===== src/rtl/modbus_pkg.sv =====
// -----------------------------------------------------------------------------
// modbus_pkg
// Shared definitions for the Modbus RTU slave: function codes, exception flag,
// CRC-16/Modbus constants, response-sequencer state encoding and the latched
// request record used by the response controller.
// No ports (package).
// -----------------------------------------------------------------------------
package modbus_pkg;

  // Function codes handled by the slave
  localparam logic [7:0] FC_RD_HOLD   = 8'h03;
  localparam logic [7:0] FC_RD_IN     = 8'h04;
  localparam logic [7:0] FC_WR_SINGLE = 8'h06;

  // Set in the echoed function code of an exception reply
  localparam logic [7:0] EXC_FLAG = 8'h80;

  // Exception code used if a function slips past the checker unflagged
  localparam logic [7:0] EXC_ILLEGAL_FUNC = 8'h01;

  // CRC-16/Modbus: reflected polynomial, all-ones seed
  localparam logic [15:0] CRC_INIT = 16'hFFFF;
  localparam logic [15:0] CRC_POLY = 16'hA001;

  typedef enum logic [2:0] {
    ST_IDLE,
    ST_LOAD,
    ST_RD_WAIT,
    ST_SEND,
    ST_WAIT_ACK,
    ST_WAIT_IDLE,
    ST_DONE
  } resp_state_e;

  typedef enum logic [1:0] {
    FK_EXC,
    FK_READ,
    FK_WRITE
  } frame_kind_e;

  // Request fields frozen at capture time
  typedef struct packed {
    frame_kind_e kind;
    logic [7:0]  exc;
    logic [7:0]  id;
    logic [7:0]  func;
    logic [15:0] addr;
    logic [15:0] data;
    logic [7:0]  n_regs;   // register count after clamping
  } resp_req_t;

  // Which reply layout a verdict/function pair produces. Any function the
  // sequencer cannot build a normal reply for is answered as an exception.
  function automatic frame_kind_e classify(input logic [7:0] exc,
                                           input logic [7:0] func);
    frame_kind_e kind;
    kind = FK_EXC;
    if (exc == 8'h00) begin
      case (func)
        FC_RD_HOLD, FC_RD_IN: kind = FK_READ;
        FC_WR_SINGLE:         kind = FK_WRITE;
        default:              kind = FK_EXC;
      endcase
    end
    return kind;
  endfunction

endpackage


===== src/rtl/crc16_modbus_ser.sv =====
// -----------------------------------------------------------------------------
// crc16_modbus_ser
// Bit-serial CRC-16/Modbus engine, one data bit per clock, 8 clocks per byte.
// Shared by the TX response path and the RX request path.
//
// Ports:
//   clk_in    in   system clock
//   rst_n_in  in   asynchronous active-low reset (crc -> CRC_INIT)
//   init      in   reseed crc to CRC_INIT, cancels a byte in progress
//   byte_en   in   start folding byte_in into the crc (ignored while init)
//   byte_in   in   [7:0] byte to fold in, sampled with byte_en
//   busy      out  high during the 8 clocks a byte is being folded in
//   crc       out  [15:0] current remainder, stable whenever busy is low
// -----------------------------------------------------------------------------
module crc16_modbus_ser
  import modbus_pkg::*;
(
  input  logic        clk_in,
  input  logic        rst_n_in,
  input  logic        init,
  input  logic        byte_en,
  input  logic [7:0]  byte_in,
  output logic        busy,
  output logic [15:0] crc
);

  logic [7:0] shift_q;
  logic [3:0] bit_cnt_q;
  logic       feedback;

  // Reflected CRC: the LSB of data and remainder leave first
  assign feedback = crc[0] ^ shift_q[0];
  assign busy     = (bit_cnt_q != 4'd0);

  // NOTE: clocked state uses non-blocking assignments so every register
  // samples the pre-edge values, independent of statement order.
  always_ff @(posedge clk_in or negedge rst_n_in) begin
    if (!rst_n_in) begin
      crc       <= CRC_INIT;
      shift_q   <= 8'h00;
      bit_cnt_q <= 4'd0;
    end else if (init) begin
      crc       <= CRC_INIT;
      bit_cnt_q <= 4'd0;
    end else if (byte_en) begin
      shift_q   <= byte_in;
      bit_cnt_q <= 4'd8;
    end else if (busy) begin
      crc       <= (crc >> 1) ^ (feedback ? CRC_POLY : 16'h0000);
      shift_q   <= shift_q >> 1;
      bit_cnt_q <= bit_cnt_q - 4'd1;
    end
  end

endmodule


===== src/rtl/modbus_resp_ctrl.sv =====
// -----------------------------------------------------------------------------
// modbus_resp_ctrl
// Modbus RTU slave response sequencer. On the exception checker's verdict
// strobe it freezes the request, then emits the reply frame one byte at a
// time to the UART transmitter: exception reply, read reply (0x03/0x04) or
// write echo (0x06), each closed by CRC-16/Modbus (low byte first).
//
// Parameters:
//   MAX_REGS    registers per read reply (frame must fit the 4-bit byte
//               counter, so at most 5)
//   TX_TIMEOUT  cycles after tx_start within which tx_busy must rise
//
// Ports:
//   clk_in, rst_n_in        clock, asynchronous active-low reset
//   exception_done          in   verdict strobe (one cycle)
//   exception [7:0]         in   0 = OK, else exception code
//   slave_id  [7:0]         in   own address, byte 0 of every reply
//   func_code [7:0]         in   request function code
//   addr      [15:0]        in   start / register address
//   data      [15:0]        in   quantity (read) or value (write)
//   reg_rd_en/reg_rd_addr   out  register read strobe and address
//   reg_rd_data [15:0]      in   read data, valid the cycle after the strobe
//   reg_wr_en/addr/data     out  single register write (0x06)
//   tx_start, tx_data [7:0] out  byte hand-off pulse and byte
//   tx_busy                 in   transmitter busy
//   resp_busy               out  reply in progress
//   resp_done               out  pulse after the last CRC byte went out
//   resp_abort              out  pulse when the transmitter never responded
//   resp_overrun            out  pulse when a verdict arrives while busy
// -----------------------------------------------------------------------------
module modbus_resp_ctrl
  import modbus_pkg::*;
#(
  parameter int MAX_REGS   = 4,
  parameter int TX_TIMEOUT = 1023
) (
  input  logic        clk_in,
  input  logic        rst_n_in,
  input  logic        exception_done,
  input  logic [7:0]  exception,
  input  logic [7:0]  slave_id,
  input  logic [7:0]  func_code,
  input  logic [15:0] addr,
  input  logic [15:0] data,
  output logic        reg_rd_en,
  output logic [15:0] reg_rd_addr,
  input  logic [15:0] reg_rd_data,
  output logic        reg_wr_en,
  output logic [15:0] reg_wr_addr,
  output logic [15:0] reg_wr_data,
  output logic        tx_start,
  output logic [7:0]  tx_data,
  input  logic        tx_busy,
  output logic        resp_busy,
  output logic        resp_done,
  output logic        resp_abort,
  output logic        resp_overrun
);

  localparam int         REG_IDX_W  = (MAX_REGS > 1) ? $clog2(MAX_REGS) : 1;
  localparam int         TO_W       = $clog2(TX_TIMEOUT + 1);
  localparam logic [7:0] MAX_REGS_B = 8'(MAX_REGS);

  resp_state_e    state_q, state_d;
  resp_req_t      req_q, req_d;
  logic [3:0]     byte_idx_q;     // index of the byte being sent
  logic [3:0]     frame_len_q;    // total bytes including the two CRC bytes
  logic [3:0]     frame_len_d;
  logic [15:0]    rd_data_q;      // register value feeding the next two bytes
  logic [TO_W-1:0] to_cnt_q;      // cycles since tx_start while awaiting busy

  logic           capture;
  logic           is_payload, is_crc_lo, is_crc_hi;
  logic           is_reg_byte, reg_byte_hi;
  logic [3:0]     reg_off;
  logic [REG_IDX_W-1:0] reg_idx;

  logic           crc_busy;
  logic [15:0]    crc_val;

  // ---------------------------------------------------------------------------
  // Capture decode
  // ---------------------------------------------------------------------------
  assign capture = (state_q == ST_IDLE) && exception_done;

  always_comb begin
    req_d.kind   = classify(exception, func_code);
    req_d.id     = slave_id;
    req_d.func   = func_code;
    req_d.addr   = addr;
    req_d.data   = data;
    req_d.n_regs = (data[7:0] > MAX_REGS_B) ? MAX_REGS_B : data[7:0];
    req_d.exc    = exception;
    if (req_d.kind == FK_EXC && exception == 8'h00) begin
      req_d.exc = EXC_ILLEGAL_FUNC;
    end
    case (req_d.kind)
      FK_READ:  frame_len_d = 4'(8'd5 + (req_d.n_regs << 1));
      FK_WRITE: frame_len_d = 4'd8;
      default:  frame_len_d = 4'd5;
    endcase
  end

  // ---------------------------------------------------------------------------
  // Byte position decode
  // ---------------------------------------------------------------------------
  assign is_crc_lo  = (byte_idx_q == frame_len_q - 4'd2);
  assign is_crc_hi  = (byte_idx_q == frame_len_q - 4'd1);
  assign is_payload = (byte_idx_q <  frame_len_q - 4'd2);

  // Register bytes start at index 3, high byte on even offsets
  assign reg_off     = byte_idx_q - 4'd3;
  assign reg_idx     = REG_IDX_W'(reg_off >> 1);
  assign reg_byte_hi = ~reg_off[0];
  assign is_reg_byte = (req_q.kind == FK_READ) && (byte_idx_q >= 4'd3) && is_payload;

  assign reg_rd_addr = reg_rd_en ? (req_q.addr + 16'(reg_idx)) : 16'h0000;
  assign reg_wr_addr = req_q.addr;
  assign reg_wr_data = req_q.data;

  assign resp_busy    = (state_q != ST_IDLE);
  assign resp_overrun = exception_done && resp_busy;

  // The CRC bytes come straight from the CRC register, which stops moving
  // once the last payload byte has been folded in.
  always_comb begin
    tx_data = 8'h00;
    if (is_crc_lo) begin
      tx_data = crc_val[7:0];
    end else if (is_crc_hi) begin
      tx_data = crc_val[15:8];
    end else begin
      case (req_q.kind)
        FK_READ: begin
          case (byte_idx_q)
            4'd0:    tx_data = req_q.id;
            4'd1:    tx_data = req_q.func;
            4'd2:    tx_data = 8'(req_q.n_regs << 1);
            default: tx_data = reg_byte_hi ? rd_data_q[15:8] : rd_data_q[7:0];
          endcase
        end
        FK_WRITE: begin
          case (byte_idx_q)
            4'd0:    tx_data = req_q.id;
            4'd1:    tx_data = req_q.func;
            4'd2:    tx_data = req_q.addr[15:8];
            4'd3:    tx_data = req_q.addr[7:0];
            4'd4:    tx_data = req_q.data[15:8];
            default: tx_data = req_q.data[7:0];
          endcase
        end
        default: begin
          case (byte_idx_q)
            4'd0:    tx_data = req_q.id;
            4'd1:    tx_data = req_q.func | EXC_FLAG;
            default: tx_data = req_q.exc;
          endcase
        end
      endcase
    end
  end

  // ---------------------------------------------------------------------------
  // Sequencer: next state and strobes
  // ---------------------------------------------------------------------------
  // NOTE: every output of this block gets a default before the case, so no
  // path leaves a value held and no latch is inferred.
  always_comb begin
    state_d    = state_q;
    reg_rd_en  = 1'b0;
    reg_wr_en  = 1'b0;
    tx_start   = 1'b0;
    resp_done  = 1'b0;
    resp_abort = 1'b0;
    case (state_q)
      ST_IDLE: begin
        if (exception_done) state_d = ST_LOAD;
      end
      ST_LOAD: begin
        // Byte 0's LOAD is the cycle right after capture: the write slot
        if (req_q.kind == FK_WRITE && byte_idx_q == 4'd0) reg_wr_en = 1'b1;
        if (is_reg_byte && reg_byte_hi) begin
          reg_rd_en = 1'b1;
          state_d   = ST_RD_WAIT;
        end else begin
          state_d = ST_SEND;
        end
      end
      ST_RD_WAIT: begin
        state_d = ST_SEND;
      end
      ST_SEND: begin
        if (!tx_busy && !crc_busy) begin
          tx_start = 1'b1;
          state_d  = ST_WAIT_ACK;
        end
      end
      ST_WAIT_ACK: begin
        if (tx_busy) begin
          state_d = ST_WAIT_IDLE;
        end else if (to_cnt_q == TO_W'(TX_TIMEOUT)) begin
          resp_abort = 1'b1;
          state_d    = ST_IDLE;
        end
      end
      ST_WAIT_IDLE: begin
        if (!tx_busy) state_d = is_crc_hi ? ST_DONE : ST_LOAD;
      end
      ST_DONE: begin
        resp_done = 1'b1;
        state_d   = ST_IDLE;
      end
      default: state_d = ST_IDLE;
    endcase
  end

  // ---------------------------------------------------------------------------
  // Registers
  // ---------------------------------------------------------------------------
  // NOTE: the request record is reset although it is only meaningful after a
  // capture; the outputs decoded from it must read 0 while in reset.
  always_ff @(posedge clk_in or negedge rst_n_in) begin
    if (!rst_n_in) begin
      state_q     <= ST_IDLE;
      req_q       <= '0;
      frame_len_q <= 4'd0;
      byte_idx_q  <= 4'd0;
      rd_data_q   <= 16'h0000;
      to_cnt_q    <= '0;
    end else begin
      state_q <= state_d;

      if (capture) begin
        req_q       <= req_d;
        frame_len_q <= frame_len_d;
        byte_idx_q  <= 4'd0;
      end else if (state_q == ST_WAIT_IDLE && !tx_busy && !is_crc_hi) begin
        byte_idx_q <= byte_idx_q + 4'd1;
      end

      if (state_q == ST_RD_WAIT) rd_data_q <= reg_rd_data;

      if (tx_start) begin
        to_cnt_q <= TO_W'(1);
      end else if (state_q == ST_WAIT_ACK) begin
        to_cnt_q <= to_cnt_q + TO_W'(1);
      end
    end
  end

  // Only payload bytes are folded into the CRC; it is reseeded per frame
  crc16_modbus_ser u_crc (
    .clk_in   (clk_in),
    .rst_n_in (rst_n_in),
    .init     (capture),
    .byte_en  (tx_start && is_payload),
    .byte_in  (tx_data),
    .busy     (crc_busy),
    .crc      (crc_val)
  );

endmodule


===== config.mk =====
export PLATFORM = sky130hd
export DESIGN_NAME = modbus_resp_ctrl
export DESIGN_NICKNAME = d
export VERILOG_FILES = /design/src/rtl/modbus_pkg.sv /design/src/rtl/crc16_modbus_ser.sv /design/src/rtl/modbus_resp_ctrl.sv
export SDC_FILE = /design/constraint.sdc
export NUM_CORES = 1
export LEC_CHECK = 0
export CAP_MARGIN = 20
export CORE_ASPECT_RATIO = 1.4
export CORE_UTILIZATION = 51
export DETAILED_ROUTE_END_ITERATION = 8
export HOLD_SLACK_MARGIN = 0.12
export PLACE_DENSITY = 0.84
export SLEW_MARGIN = 20
export SYNTH_ARGS = -nofsm -noshare
export SYNTH_HDL_FRONTEND = slang
export SYNTH_HIERARCHICAL = 1
export SYNTH_SLANG_ARGS = --single-unit
export TNS_END_PERCENT = 1

===== constraint.sdc =====
create_clock -name clk_in -period 8.61 [get_ports clk_in]
set_clock_uncertainty 0.1 [all_clocks]
set_input_delay 1.2915 -clock clk_in [delete_from_list [all_inputs] [get_ports clk_in]]
set_output_delay 1.2915 -clock clk_in [all_outputs]
set_load 0.02 [all_outputs]

==> flow_summary_export.csv, run 1 <==
group,metric,value,unit
layout,drive_above_1_share,11.1,%
placed_design,dp_cells,1102,
global_route,antenna_found_initial,0,
setup_path,crit_buf_inv,2,
clocking,cts_made_buffers,17,
synth,synthDistinctLibCells,69,
timing,fmax,173,MHz
placed_design,place_congestion,0.943,
synth,synth_nets,948,
synth,yosys.area.top_type_share,37.6,%
placed_design,placed_area,0.00877,sq mm
clocking,cts_tree,"yes",
timing,fin_crit,5790,ps
clocking,clock_latency,410,ps
setup_path,worstSetupStartpointType,"flop",
setup_path,cp_max_fo,21,
setup_path,crit_type,"reg2out",
clocking,holdBufCountCts,0,
synth,syn_area_per_cell,8.92,sq um
timing,rsz0062_at_grt,"false",
detailed_routing,drc,0,
layout,final_util,64.8,%
setup_path,cp-end-kind,"output pin",
setup_path,worstPathCellList,"inv_1 > ha_1 > nor3_1 > a221o_1 > a21o_1 > a2111oi_0 > o31ai_1 > clkdlybuf4s50_1",
clocking,post_cts_buffers,0,
floorplan,die_area,0.0154,sq mm
synth,ys_seq_elements,130,
layout,syn2layout_area_growth,23.8,%
synth,synthArstFlopShare,100,%
clocking,clk_pin_slew,60,ps
detailed_routing,dr.pass1.iters,5,
synth,synthCells,851,
timing,fin_crit_sh,67.3,%
timing,report.final.setup_viol,0,
timing,tns,0,ps
floorplan,core,0.0145,sq mm
global_route,grt_max_degree,81,
hold_path,hold_path.class,"reg2reg",
synth,netlist_area,0.00759,sq mm
synth,synth.area.top_cells,"dfrtp_1 38%, nand2_1 10%, dfstp_2 5.5%",
detailed_routing,wl_per_cell,18.4,um
synth,ys_seq_area_share,43.1,%
floorplan,io_pins,139,
detailed_routing,drt_iter0_drc,642,
power,power_density,392,mW/mm^2
layout,n_fill_cell,1123,
synth,synth_common_cells,"210 x nand2_1, 114 x dfrtp_1, 45 x o21ai_0",
placed_design,dp_hpwl,14.7,mm
clocking,cts_resized,0,
synth,synth_ff_type,"dfrtp_1",
power,p_leak,4.11,nW
setup_path,crit_slowest_cell,"a2111oi_0",
synth,ys_warn_count,6,
global_route,grt-ovfl-total,0,
timing,drv_slew,0,
timing,slew_headroom,27.8,%
clocking,clk_path_buf_depth,2,
floorplan,rows,52,
floorplan,die_h,146,um
clocking,cts_root_buf,"clkbuf_16",
placed_design,io_buffers,138,
layout,final_nets,1029,
layout,fin_cells,1134,
timing,worst_pin_slew,1080,ps
setup_path,cp.required,7220,ps
floorplan,die_x,105,um
setup_path,slowest_delay,750,ps
setup_path,crit_arrival,4400,ps
detailed_routing,antenna_left,0,
power,max-vdd-ir-drop,0.183,mV
floorplan,start_util,52.3,%
layout,num_antenna_cells,0,
clocking,htreeDepth,4,
global_route,grt_pass1_vias,6511,
detailed_routing,drt_wl_total,20.9,mm
flow_run,cap_viol_max_count,0,
global_route,grtUsageTotal,28.4,%
layout,fin_area,0.00940,sq mm
clocking,cts.sinks,130,
detailed_routing,drt-vias-per-instance,5.86,
status,status,"complete, no violations",
synth,yosysMostFrequentCell,"nand2_1",
setup_path,cp_top_family,"compound AO/OA/AOI/OAI gates",
synth,yosysTopAreaCell,"dfrtp_1",
timing,hold_ws,379,ps
timing,finalHoldViolCount,0,
global_route,grt_pass1_wl,33.8,mm
synth,synth_edf_count,0,
detailed_routing,vias,6649,
-- state kept, by name, summed over array words and instances, names as in the netlist --
name	flops
byte_idx_q	4
frame_len_q	4
rd_data_q	16
reg_wr_addr	16
reg_wr_data	16
req_q	33
state_q	3
to_cnt_q	10
u_crc/bit_cnt_q	4
u_crc/crc	16
u_crc/shift_q	8
-- cell usage in the layout, fill, tap and decap left out, types with 17 or more instances in the layout --
master | Yosys | layout
nand3_1 | 37 | 37
dfrtp_1 | 114 | 114
clkdlybuf4s50_1 | 0 | 137
inv_1 | 23 | 23
xnor2_1 | 22 | 22
clkbuf_16 | 0 | 17
o21ai_0 | 45 | 45
nor2_1 | 40 | 40
ha_1 | 20 | 20
nand2_1 | 210 | 209
mux2_2 | 31 | 31
-- power breakdown --
group | internal [W] | switching [W]
registers | 0.000909 | 0.000316
clock network | 0.000495 | 0.000264
logic | 0.000767 | 0.000936
total | 0.00217 | 0.00152
-- final timing paths --
| path | startpoint | end | slack (ps) | cells after the start |
|---|---|---|---|---|
| worst max register to register | byte_idx_q[0] | u_crc/shift_q[3] | 4410 | 9 |
| max in group asynchronous | rst_n_in | to_cnt_q[0] | 6200 | 2 |
| min in group asynchronous | rst_n_in | req_q[49] | 920 | 1 |
| worst max-delay path | byte_idx_q[0] | tx_data[3] | 2820 | 8 |
| worst min register to register | req_q[56] | req_q[56] | 380 | 2 |
| worst min-delay path | req_q[56] | req_q[56] | 380 | 2 |
-- kinds of logic after synthesis --
logic type      after synthesis  share of synthesized area [%]
mux                          39                           5.65
simple gates                363                           22.0
buf+inv                     110                           7.78
compound gates              153                           13.8
fa+ha+maj                    21                           3.56
flops                       130                           43.1
xor+xnor                     35                           4.04
-- metal layers --
metal,vias up,routed length [um],global-route usage [%]
li1,3064,-,-
met1,3186,7930,33.5
met2,315,10600,49.0
met3,84,1160,4.29
met4,0,1170,16.6
met5,-,0,0
-- cell type report --
class / count / area, sq um / area share, %
clock buffers: 25 / 505 / 5.38
flip-flops and latches: 130 / 3270 / 34.8
clock inverters: 7 / 121 / 1.29
multi-input cells: 611 / 3730 / 39.7
inverters: 28 / 108 / 1.14
well taps: 189 / 236 / 2.52
repair buffers: 144 / 1420 / 15.2
-- worst register-to-register path, delay by kind of cell (launching register included) --
family          cells  cell delay, ps
mux                 2             570
simple gates        1             230
compound gates      4            1710
fa+ha+maj           1             630
flops               1             620
buf+inv             1             210
-- per-stage QoR --
| stage | power [W] | setup slack, ps |
|---|---|---|
| after detailed placement | 0.00290 | 3380 |
| after global placement | 0.00285 | 3420 |
| after CTS | 0.00368 | 2920 |
| after global routing | 0.00389 | 2740 |
| after floorplan | 0.00235 | 4420 |
| final | 0.00369 | 2820 |
Note: power is estimated with default switching activity, not from simulation.
==> inputs of run 2 (changes only) <==
==> constraint.sdc (replaced) <==
create_clock -name clk_in -period 6.1 [get_ports clk_in]
set_clock_uncertainty 0.1 [all_clocks]
set_input_delay 0.915 -clock clk_in [delete_from_list [all_inputs] [get_ports clk_in]]
set_output_delay 0.915 -clock clk_in [all_outputs]
set_load 0.02 [all_outputs]
==> run 2 against run 1 <==
Compared with the run above:
- clock-buffer cell count shrank 5
- cell count is the same
- register-to-register slack lost 2300 ps
- flip-flop and latch count unchanged
- via count is essentially flat
- sequential power increased by 41%
- hold slack worse by 8.2 ps
- sequential share of layout area rose by 0.060 points
- worst setup slack got worse by 1900 ps
- core utilization shrank 0.11 points
==> flow_summary_export.csv, run 2 (same netlist as run 1, synthesis figures left out) <==
group,metric,value,unit
detailed_routing,antenna_left,0,
timing,finalHoldViolCount,0,
layout,drive_above_1_share,11.4,%
flow_run,cap_viol_max_count,0,
setup_path,crit_type,"reg2out",
hold_path,hold_path.class,"reg2reg",
clocking,clk_path_buf_depth,2,
floorplan,die_x,105,um
setup_path,cp.required,5080,ps
detailed_routing,drt_iter0_drc,496,
layout,max_flop_register,"req_q",
setup_path,crit_arrival,4200,ps
layout,final_nets,1029,
clocking,holdBufCountCts,0,
power,max-vdd-ir-drop,0.244,mV
setup_path,reg2reg_to,"u_crc/shift_q[1]",
layout,seqCellArea,0.00327,sq mm
floorplan,die_h,146,um
power,p_leak,4.10,nW
clocking,post_cts_buffers,0,
layout,n_fill_cell,1160,
setup_path,reg2reg_depth,9,
hold_path,min_from,"req_q[58]",
clocking,cts.sinks,130,
placed_design,io_buffers,138,
layout,num_antenna_cells,0,
status,status,"complete, no violations",
setup_path,r2r_start,"byte_idx_q[0]",
placed_design,dp_cells,1101,
timing,slew_headroom,37.3,%
detailed_routing,wl_per_cell,18.4,um
floorplan,io_pins,139,
setup_path,cp-end-kind,"output pin",
detailed_routing,vias,6646,
detailed_routing,drt_wl_total,20.9,mm
hold_path,hold_depth,2,
setup_path,worstSetupStartpointType,"flop",
layout,multi_input_area,0.00374,sq mm
timing,fmax,192,MHz
setup_path,r2r_slack,2140,ps
floorplan,die_area,0.0154,sq mm
clocking,cts_resized,0,
layout,final_cell_mix,"209 x nand2_1, 137 x clkdlybuf4s50_1, 114 x dfrtp_1, 45 x o21ai_0, 40 x nor2_1",
timing,tns,0,ps
timing,fin_crit_sh,85.5,%
global_route,grt_pass1_wl,33.8,mm
power,power_density,551,mW/mm^2
floorplan,core,0.0145,sq mm
global_route,grt_max_degree,80,
clocking,cts_tree,"yes",
timing,rsz0062_at_grt,"false",
layout,largest_reg_flops,33,
global_route,grt-ovfl-total,0,
clocking,clock_latency,420,ps
detailed_routing,drt-vias-per-instance,5.86,
layout,fin_cells,1134,
clocking,clk_pin_slew,60,ps
clocking,cts_made_buffers,17,
timing,worst_pin_slew,941,ps
placed_design,dp_hpwl,14.8,mm
clocking,htreeDepth,4,
setup_path,cp_max_fo,21,
floorplan,rows,52,
timing,drv_slew,0,
global_route,antenna_found_initial,0,
setup_path,startpoint,"byte_idx_q[0]",
global_route,grt_pass1_vias,6606,
layout,final_common_cell,"nand2_1",
clocking,cts_root_buf,"clkbuf_16",
hold_path,hold_end,"req_q[58]",
placed_design,place_congestion,0.979,
detailed_routing,drc,0,
timing,fin_crit,5210,ps
detailed_routing,dr.pass1.iters,7,
timing,report.final.setup_viol,0,
global_route,grtUsageTotal,28.4,%
floorplan,start_util,52.3,%
layout,syn2layout_area_growth,23.6,%
## run 2: layout make-up
class / instances / area share [%]
flip-flops and latches: 130 / 34.9
clock buffers: 20 / 4.97
repair buffers: 144 / 15.3
multi-input cells: 611 / 39.8
inverters: 28 / 1.15
clock inverters: 12 / 1.39
well taps: 189 / 2.52
## run 2: worst max-delay path by stage
stage                           end  slack (ps)  cells after the start
floorplan           reg_rd_addr[14]        2290                     11
global placement    reg_rd_addr[14]        1430                     12
detailed placement  reg_rd_addr[14]        1350                     12
CTS                 reg_rd_addr[14]         880                     12
global route        reg_rd_addr[14]         680                     12
finish                   tx_data[1]         890                      8
## run 2: layer usage
metal	GRT usage [%]	part of all wire, %
met1	32.5	38
met2	50.0	52
met3	4.91	5.5
met4	15.6	5.0
met5	0	0
## run 2: through the flow
stage | setup WS [ps] | hold WS [ps] | util, % | cell area [sq um] | total power, W
after floorplan | 2290 | 339 | - | 7590 | 0.00332
final | 886 | 371 | 64.7 | 9380 | 0.00517
after CTS | 883 | 374 | 64.6 | 9370 | 0.00515
after detailed placement | 1350 | 359 | 60.4 | 8770 | 0.00410
after global placement | 1430 | 356 | 60.4 | 8760 | 0.00403
after global routing | 683 | 389 | 64.7 | 9380 | 0.00546
## run 2: where the power goes
part / leakage [nW] / internal [W] / switching [W]
Clock: 0.293 / 0.000634 / 0.000392
Sequential: 1.61 / 0.00128 / 0.000438
Combinational: 2.20 / 0.00108 / 0.00134
## run 2: worst max-delay path: stages (launching register included)
cell	delay (ps)
dfrtp_1	620
inv_1	220
ha_1	620
nor3_1	200
a221o_1	470
a21o_1	230
a2111oi_0	590
o31ai_1	230
clkdlybuf4s50_1	590
==> inputs of run 3 (changes only) <==
--- a/config.mk
+++ b/config.mk
@@ -11,7 +11,7 @@
 export DETAILED_ROUTE_END_ITERATION = 8
 export HOLD_SLACK_MARGIN = 0.12
 export PLACE_DENSITY = 0.84
-export SLEW_MARGIN = 20
+export SLEW_MARGIN = 10
 export SYNTH_ARGS = -nofsm -noshare
 export SYNTH_HDL_FRONTEND = slang
 export SYNTH_HIERARCHICAL = 1
==> run 3 against run 2 <==
Compared with the run above:
- core utilization rose by 0.17 points
- worst setup slack got worse by 7.6 ps
- via count fell by 0.35%
- combinational power barely moved
- global-route usage rose by 0.57 points
- critical path depth did not move
- die area did not move
- clock power rose by 7%
- critical path type unchanged
==> flow_summary_export.csv, run 3 (same netlist as run 1, synthesis figures left out) <==
group,metric,value,unit
layout,n_fill_cell,1150,
hold_path,hold_path.class,"reg2reg",
setup_path,cp.required,5080,ps
layout,seqCellArea,0.00327,sq mm
setup_path,worstSetupStartpointType,"flop",
setup_path,r2r_slack,2130,ps
detailed_routing,wl_per_cell,18.7,um
floorplan,rows,52,
global_route,grtUsageTotal,28.9,%
clocking,holdBufCountCts,0,
global_route,grt_pass1_wl,34.3,mm
global_route,grt_max_degree,80,
clocking,post_cts_buffers,0,
power,p_clk_share,21.0,%
setup_path,cp_max_fo,21,
layout,max_flop_register,"req_q",
floorplan,die_x,105,um
setup_path,reg2reg_to,"u_crc/shift_q[1]",
timing,fin_crit,5220,ps
hold_path,min_from,"req_q[60]",
power,switching_share,41.5,%
hold_path,hold_end,"req_q[60]",
timing,fmax,192,MHz
power,p_leak,4.11,nW
layout,syn2layout_area_growth,23.9,%
power,p_switching,0.00218,W
layout,num_antenna_cells,0,
power,max-vdd-ir-drop,0.277,mV
timing,report.final.setup_viol,0,
clocking,clock_latency,420,ps
placed_design,place_ws,1360,ps
clocking,clk_pin_slew,60,ps
flow_run,cap_viol_max_count,0,
power,combinationalPowerShare,46.2,%
setup_path,reg2reg_depth,9,
timing,setup_ws,878,ps
power,power.internal,0.00307,W
detailed_routing,drt_iter0_drc,478,
timing,hold_ws,374,ps
timing,worst_pin_slew,1090,ps
floorplan,io_pins,139,
detailed_routing,dr.pass1.iters,5,
timing,tns,0,ps
floorplan,core,0.0145,sq mm
setup_path,crit_type,"reg2out",
power,power_density,558,mW/mm^2
global_route,antenna_found_initial,0,
timing,slew_headroom,27.6,%
setup_path,crit_arrival,4210,ps
detailed_routing,drt_wl_total,21.2,mm
layout,largest_reg_flops,33,
global_route,grt-ovfl-total,0,
floorplan,start_util,52.3,%
placed_design,io_buffers,138,
detailed_routing,drc,0,
power,power,0.00525,W
detailed_routing,drt-vias-per-instance,5.84,
timing,finalHoldViolCount,0,
setup_path,r2r_start,"byte_idx_q[0]",
timing,fin_crit_sh,85.6,%
clocking,cts_made_buffers,17,
clocking,cts_tree,"yes",
layout,multi_input_area,0.00373,sq mm
global_route,grt_pass1_vias,6713,
placed_design,place_congestion,0.979,
layout,final_nets,1029,
clocking,cts_root_buf,"clkbuf_16",
clocking,cts.sinks,130,
setup_path,cp-end-kind,"output pin",
status,status,"complete, no violations",
clocking,htreeDepth,4,
placed_design,dp_hpwl,14.9,mm
floorplan,die_h,146,um
layout,drive_above_1_share,11.4,%
detailed_routing,antenna_left,0,
hold_path,hold_depth,2,
clocking,cts_resized,0,
clocking,clk_path_buf_depth,2,
timing,rsz0062_at_grt,"false",
layout,final_common_cell,"nand2_1",
timing,drv_slew,0,
layout,final_cell_mix,"209 x nand2_1, 137 x clkdlybuf4s50_1, 114 x dfrtp_1, 45 x o21ai_0, 40 x nor2_1",
floorplan,die_area,0.0154,sq mm
power,seqPwrFrac,32.8,%
detailed_routing,vias,6623,
run 3: critical path: stages, from the launching register on:
cell	delay [ps]
dfrtp_1	620
inv_1	220
ha_1	630
nor3_1	210
a221o_1	460
a21o_1	230
a2111oi_0	610
o31ai_1	220
clkdlybuf4s50_1	580
run 3: worst max-delay path by stage:
| stage | start | endpoint | slack [ps] | cells after the start |
|---|---|---|---|---|
| CTS | byte_idx_q[0] | reg_rd_addr[14] | 880 | 12 |
| finish | byte_idx_q[0] | tx_data[1] | 880 | 8 |
| detailed placement | byte_idx_q[0] | reg_rd_addr[14] | 1360 | 12 |
| floorplan | byte_idx_q[0] | reg_rd_addr[14] | 2290 | 11 |
| global placement | byte_idx_q[0] | reg_rd_addr[14] | 1430 | 12 |
| global route | byte_idx_q[0] | reg_rd_addr[14] | 630 | 12 |
run 3: cell type report:
cell class	count	area share [%]
Multi-Input combinational cell	611	39.7
Sequential cell	130	34.8
Timing Repair Buffer	144	15.1
Clock buffer	19	4.82
Tap cell	189	2.51
Clock inverter	13	1.94
Inverter	28	1.14
run 3: power groups by stage:
stage,clock network (W),logic [W],registers (W)
after floorplan,0,0.00180,0.00152
after global placement,0,0.00232,0.00171
after detailed placement,0,0.00239,0.00171
after CTS,0.00111,0.00241,0.00171
after global routing,0.00115,0.00263,0.00176
final,0.00110,0.00243,0.00172
run 3: per-layer routing:
| layer | vias up | track usage, % | routed length (um) |
|---|---|---|---|
| met1 | 3206 | 33.0 | 8220 |
| li1 | 3056 | - | - |
| met4 | 0 | 16.9 | 1060 |
| met3 | 82 | 5.63 | 1070 |
| met5 | - | 0 | 0 |
| met2 | 279 | 50.3 | 10900 |
run 3: metrics by stage:
step           instance area, sq um  util (%)  instances
6_report                       9410      64.8       1134
3_3_place_gp                   8760      60.4       1101
2_1_floorplan                  7590         -        851
3_5_place_dp                   8770      60.5       1102
4_1_cts                        9410      64.8       1134
5_1_grt                        9410      64.8       1134
